[src/rtl/morse_pkg.sv]
// Shared definitions for the Morse digit decoder: FSM encoding, symbol values
// and the ten five-symbol digit codes (first symbol at bit 4).
package morse_pkg;

  typedef enum logic [1:0] {
    ST_IDLE   = 2'd0,
    ST_PRESS  = 2'd1,
    ST_GAP    = 2'd2,
    ST_DECODE = 2'd3
  } state_e;

  localparam logic SYM_DOT  = 1'b0;
  localparam logic SYM_DASH = 1'b1;

  localparam int MORSE_SYMS = 5;
  localparam int NUM_DIGITS = 10;

  // Index 9 is the leftmost element of the concatenation.
  localparam logic [NUM_DIGITS-1:0][MORSE_SYMS-1:0] DIGIT_CODES = {
    5'b11110,  // 9
    5'b11100,  // 8
    5'b11000,  // 7
    5'b10000,  // 6
    5'b00000,  // 5
    5'b00001,  // 4
    5'b00011,  // 3
    5'b00111,  // 2
    5'b01111,  // 1
    5'b11111   // 0
  };

endpackage

[src/rtl/morse_code_lut.sv]
// Combinational pattern-to-digit lookup; valid_o is low for any pattern that
// is not one of the ten digit codes.
module morse_code_lut
  import morse_pkg::*;
(
  input  logic [MORSE_SYMS-1:0] pattern_i,
  output logic [3:0]            digit_o,
  output logic                  valid_o
);

  logic [NUM_DIGITS-1:0] hit;

  for (genvar gi = 0; gi < NUM_DIGITS; gi++) begin : g_match
    assign hit[gi] = (pattern_i == DIGIT_CODES[gi]);
  end

  // Codes are unique, so at most one hit is ever set.
  always_comb begin
    digit_o = 4'd0;
    valid_o = 1'b0;
    for (int i = 0; i < NUM_DIGITS; i++) begin
      if (hit[i]) begin
        digit_o = 4'(i);
        valid_o = 1'b1;
      end
    end
  end

endmodule

[src/rtl/morse_digit_decoder.sv]
// Times key presses against a tick strobe and decodes five-symbol entries into
// digits 0-9. Define MORSE_GAP_TIMEOUT_EN to abort entries after a long idle gap.
module morse_digit_decoder
  import morse_pkg::*;
#(
  parameter int unsigned DASH_TICKS = 3,
  parameter int unsigned GAP_TICKS  = 7,
  parameter int unsigned CNT_W      = 16
) (
  input  logic       clk,
  input  logic       rst,
  input  logic       enable,
  input  logic       tick,
  input  logic       key,
  output logic [3:0] user_input,
  output logic       load,
  output logic       error,
  output logic       busy
);

  localparam logic [2:0]       SYMS_FULL = 3'(MORSE_SYMS);
  localparam logic [CNT_W-1:0] CNT_MAX   = '1;

  logic                  sync1_q;
  logic                  key_s;
  logic                  key_prev_q;
  logic [1:0]            fill_q;
  logic                  armed_q, armed_d;
  state_e                state_q, state_d;
  logic [CNT_W-1:0]      cnt_q, cnt_d;
  logic [MORSE_SYMS-1:0] pattern_q, pattern_d;
  logic [2:0]            nsym_q, nsym_d;
  logic [3:0]            user_input_q, user_input_d;
  logic                  load_q, load_d;
  logic                  error_q, error_d;

  logic                  key_rise, key_fall, is_dash;
  logic [CNT_W-1:0]      cnt_inc;
  logic [2:0]            nsym_inc;
  logic [3:0]            lut_digit;
  logic                  lut_valid;

  morse_code_lut u_lut (
    .pattern_i (pattern_q),
    .digit_o   (lut_digit),
    .valid_o   (lut_valid)
  );

  // A rise only counts once the key has been seen released after reset or
  // after enable was low, so a key held across either event is ignored.
  assign key_rise = key_s & ~key_prev_q & armed_q;
  assign key_fall = ~key_s & key_prev_q;
  assign is_dash  = (cnt_q >= CNT_W'(DASH_TICKS));
  assign cnt_inc  = cnt_q + 1'b1;
  assign nsym_inc = nsym_q + 3'd1;

`ifndef MORSE_GAP_TIMEOUT_EN
  logic unused_gap_cfg;
  assign unused_gap_cfg = ^CNT_W'(GAP_TICKS);
`endif

  always_ff @(posedge clk or negedge rst) begin
    if (!rst) begin
      sync1_q      <= 1'b0;
      key_s        <= 1'b0;
      key_prev_q   <= 1'b0;
      fill_q       <= 2'b00;
      armed_q      <= 1'b0;
      state_q      <= ST_IDLE;
      cnt_q        <= '0;
      pattern_q    <= '0;
      nsym_q       <= 3'd0;
      user_input_q <= 4'd0;
      load_q       <= 1'b0;
      error_q      <= 1'b0;
    end else begin
      sync1_q      <= key;
      key_s        <= sync1_q;
      key_prev_q   <= key_s;
      fill_q       <= {fill_q[0], 1'b1};
      armed_q      <= armed_d;
      state_q      <= state_d;
      cnt_q        <= cnt_d;
      pattern_q    <= pattern_d;
      nsym_q       <= nsym_d;
      user_input_q <= user_input_d;
      load_q       <= load_d;
      error_q      <= error_d;
    end
  end

  always_comb begin
    state_d      = state_q;
    cnt_d        = cnt_q;
    pattern_d    = pattern_q;
    nsym_d       = nsym_q;
    user_input_d = user_input_q;
    load_d       = 1'b0;
    error_d      = 1'b0;
    armed_d      = armed_q | (fill_q[1] & ~key_s);

    if (!enable) begin
      armed_d   = 1'b0;
      state_d   = ST_IDLE;
      cnt_d     = '0;
      pattern_d = '0;
      nsym_d    = 3'd0;
    end else begin
      case (state_q)
        ST_IDLE: begin
          if (key_rise) begin
            cnt_d   = '0;
            state_d = ST_PRESS;
          end
        end

        ST_PRESS: begin
          // A release takes priority over a coincident tick.
          if (key_fall) begin
            pattern_d = {pattern_q[MORSE_SYMS-2:0], is_dash ? SYM_DASH : SYM_DOT};
            nsym_d    = nsym_inc;
            cnt_d     = '0;
            state_d   = (nsym_inc == SYMS_FULL) ? ST_DECODE : ST_GAP;
          end else if (tick && (cnt_q != CNT_MAX)) begin
            cnt_d = cnt_inc;
          end
        end

        ST_GAP: begin
          if (key_rise) begin
            cnt_d   = '0;
            state_d = ST_PRESS;
          end
`ifdef MORSE_GAP_TIMEOUT_EN
          else if (tick) begin
            if (cnt_inc == CNT_W'(GAP_TICKS)) begin
              error_d   = 1'b1;
              pattern_d = '0;
              nsym_d    = 3'd0;
              cnt_d     = '0;
              state_d   = ST_IDLE;
            end else begin
              cnt_d = cnt_inc;
            end
          end
`endif
        end

        ST_DECODE: begin
          if (lut_valid) begin
            user_input_d = lut_digit;
            load_d       = 1'b1;
          end else begin
            error_d = 1'b1;
          end
          pattern_d = '0;
          nsym_d    = 3'd0;
          cnt_d     = '0;
          state_d   = ST_IDLE;
        end

        default: state_d = ST_IDLE;
      endcase
    end
  end

  assign user_input = user_input_q;
  assign load       = load_q;
  assign error      = error_q;
  assign busy       = (nsym_q != 3'd0) && (nsym_q < SYMS_FULL);

endmodule

[config.mk]
export PLATFORM = sky130hd
export DESIGN_NAME = morse_digit_decoder
export DESIGN_NICKNAME = d
export VERILOG_FILES = /design/src/rtl/morse_pkg.sv /design/src/rtl/morse_code_lut.sv /design/src/rtl/morse_digit_decoder.sv
export SDC_FILE = /design/constraint.sdc
export NUM_CORES = 1
export LEC_CHECK = 0
export ABC_AREA = 1
export CAP_MARGIN = 10
export CORE_ASPECT_RATIO = 0.75
export CORE_UTILIZATION = 45
export DETAILED_ROUTE_END_ITERATION = 12
export GPL_ROUTABILITY_DRIVEN = 1
export HOLD_SLACK_MARGIN = 0.02
export PLACE_DENSITY = 0.62
export SYNTH_ARGS = -nofsm -noshare
export SYNTH_HDL_FRONTEND = slang
export SYNTH_SLANG_ARGS = --single-unit
[constraint.sdc]
create_clock -name clk -period 3.9 [get_ports clk]
set_input_delay 0.78 -clock clk [delete_from_list [all_inputs] [get_ports clk]]
set_output_delay 0.78 -clock clk [all_outputs]
set_load 0.02 [all_outputs]
==> results.toml <==
[clock_tree]
clk_pin_slew_ns = 0.07
numClockSinks = 38
post_cts_resized = 0
clockBufferDepth = 2
htreeDepth = 2
clockRootBuffer = "clkbuf_8"
cts-buffers-inserted = 5
post_cts_buffers = 0
cts_tree = "built"
clkLatencyLatePin_ns = 0.28
ctsHoldBuffers = 0

[yosys]
synthCells = 275
ys_types = 32
ys_seq_area_frac = 0.455
syn_area_per_cell_sq_um = 7.60
synth_area_leaders = "dfrtp_1 (46%), nand2_1 (11%), nand3_1 (7.9%)"
yosys_warnings = 0
synth-seq-cells = 38
yosys.area.top_type = "dfrtp_1"
syn-num-nets = 283
netlist.area_leader.share = 0.455
synthesis.area_sq_um = 2090

[critical_path]
path_delay_family = "buffers and inverters"
worst_setup_path_start_kind = "primary input"
slowest_delay_ns = 0.78
crit_fanout = 18
cp_cell_sequence = "clkdlybuf4s50_1, inv_1, nor2_2, nand2_1, nand2_2, nand2_4, inv_2, a21oi_1, nor2_1"
arrival_ns = 2.74
cp-endpoint = "cnt_q[11]"
r2r_cells = 11
path_class = "in2reg"
reg2reg_to = "cnt_q[11]"
crit_path_end_kind = "register"
crit_buf_inv = 3
path_depth = 9
reg2reg_slack_ns = 1.94
startpoint = "enable"
r2r_start = "cnt_q[0]"
slowest_stage = "clkdlybuf4s50_1"
required_ns = 4.12

[detailed_routing]
vias_per_cell = 5.16
routed.top_layer = "met4"
wl_met1_um = 2430
ant_nets = 0
route.detailed.drc = 0
met3_length_um = 295
first_pass_iters = 4
vias = 1801
wl_met2_um = 1680
drt_iter0_drc = 206
wl_um = 4450
wire_per_inst_um = 12.7

[power]
switching_share = 0.274
p_seq_frac = 0.480
ir_worst_vdd_mv = 0.285
combinationalPowerShare = 0.166
p_sw_mw = 0.249
p_int_mw = 0.660
power.share.clock = 0.354
power.density_nw_per_um2 = 386
p_leak_nw = 1.08

[place]
dp_slack_ns = 1.08
port_buffers = 11
dp.final_hpwl_um = 3360
place_congestion = 0.881
place_inst = 341

[global_route]
grt_pass1_vias = 1502
grt_start_max_net_pins = 39
grt_pass1_wl_um = 7290
grtUsageTotal = 0.205
overflow = 0
antenna_found_initial = 0

[die]
rows = 21
fp.dieW_um = 80.7
start_util = 0.468
ios = 12
fp.dieArea_sq_um = 4920
die_h_um = 61.0
coreArea_sq_um = 4470

[timing]
setup_slack_ns = 1.38
hold_viol_final = 0
fmax_ghz = 0.397
worst_slew_pin_slew_ns = 0.822
period_share = 0.646
slew_headroom = 0.452
fin_worst_skew_ns = 0.00468
setup_violations = 0
tns_ns = 0
rsz0062_at_grt = "no"
fin_crit_ns = 2.52
slew_viol_final = 0

[layout]
final_common_cell = "nand2_1"
nets = 299
post-route-util = 0.528
antennaDiodeCount = 0
mostFrequentLayoutCells = "nand2_1 (63), dfrtp_1 (38), inv_1 (34), nand3_1 (33), nor2_1 (31)"
drive_above_1_share = 0.0925
instances_no_fill = 349
area_delta_synth_final_pct = 12.8

[worst_hold_path]
min_path_type = "reg2reg"
hold_depth = 0

[outcome]
outcome = "completed"

[run]
maxCapViolCount = 0
==> layer usage <==
metal,vias up,global-route usage
met5,-,0
met4,0,0.0842
met3,4,0.0444
met2,47,0.275
met1,818,0.319
li1,932,-
==> per-stage QoR <==
step | instance area [sq um] | hold slack [ns] | power [mW]
floorplan | 2090 | 0.331 | 0.541
global placement | 2250 | 0.334 | 0.592
detailed placement | 2250 | 0.337 | 0.596
CTS | 2360 | 0.354 | 0.923
global route | 2360 | 0.357 | 0.967
finish | 2360 | 0.350 | 0.909
==> registers in the layout, indices dropped and copies added, names as in the netlist <==
register / count
cnt_q: 16
pattern_q: 5
user_input: 4
nsym_q: 3
fill_q: 2
state_q: 2
armed_q: 1
error: 1
key_prev_q: 1
key_s: 1
load: 1
sync1_q: 1
==> power by group through the flow <==
stage	Clock [mW]	Combinational [mW]	Sequential (mW)
after floorplan	0	0.0910	0.450
after global placement	0	0.150	0.443
after detailed placement	0	0.152	0.444
after CTS	0.334	0.153	0.437
after global routing	0.356	0.171	0.440
final	0.322	0.151	0.436
==> kinds of logic (layout without fill, tap and decap cells) <==
logic type	count (synthesis)	after routing	synth area share
AOI/OAI and AO/OA	32	32	0.0904
xor gates and xnor gates	1	1	0.00419
adders and majority gates	3	3	0.0180
buffers and inverters	39	56	0.0736
DFF	38	38	0.455
other	1	1	0.00179
and+or+nand+nor	161	161	0.357
==> cell type report <==
type / count / area (sq um)
fill: 454 / 2110
multi-input combinational: 198 / 985
sequential: 38 / 951
inverter: 37 / 139
timing repair buffer: 11 / 105
clock buffer: 7 / 76.3
tap: 57 / 71.3
clock inverter: 1 / 30.0
==> synth_stat cells <==
library cell	number
a21oi_4	1
nor2_4	2
dfrtp_1	38
nor3_1	8
buf_6	1
ha_1	3
a22oi_1	1
nand2_4	2
o21ai_0	11
o22ai_1	5
nor2_1	31
o21bai_1	1
a21oi_1	8
nor3_2	1
and2_1	1
a31oi_1	1
nor4_1	1
o21ai_1	2
buf_1	1
or2_2	1
o31ai_1	1
nand4_1	7
nor2_2	2
nand2_1	63
nand2_2	8
nand3_1	33
o21a_1	1
inv_2	3
conb_1	1
nand3b_1	1
xor2_1	1
inv_1	34
==> worst min path at each step <==
stage	start	to
finish	fill_q[0]	fill_q[1]
CTS	fill_q[0]	fill_q[1]
floorplan	fill_q[0]	fill_q[1]
global route	fill_q[0]	fill_q[1]
detailed placement	fill_q[0]	fill_q[1]
global placement	fill_q[0]	fill_q[1]
==> worst reg2reg max path, cell delays in order, from the launching register on <==
cell	delay (ns)
dfrtp_1	0.48
ha_1	0.36
nand2_2	0.11
nor2_4	0.15
nand2_2	0.08
nor2_2	0.10
nand2_2	0.07
nand2_4	0.11
nand2_4	0.14
inv_2	0.15
a21oi_1	0.05
nor2_1	0.09
Power figures use the tool's default switching activity.
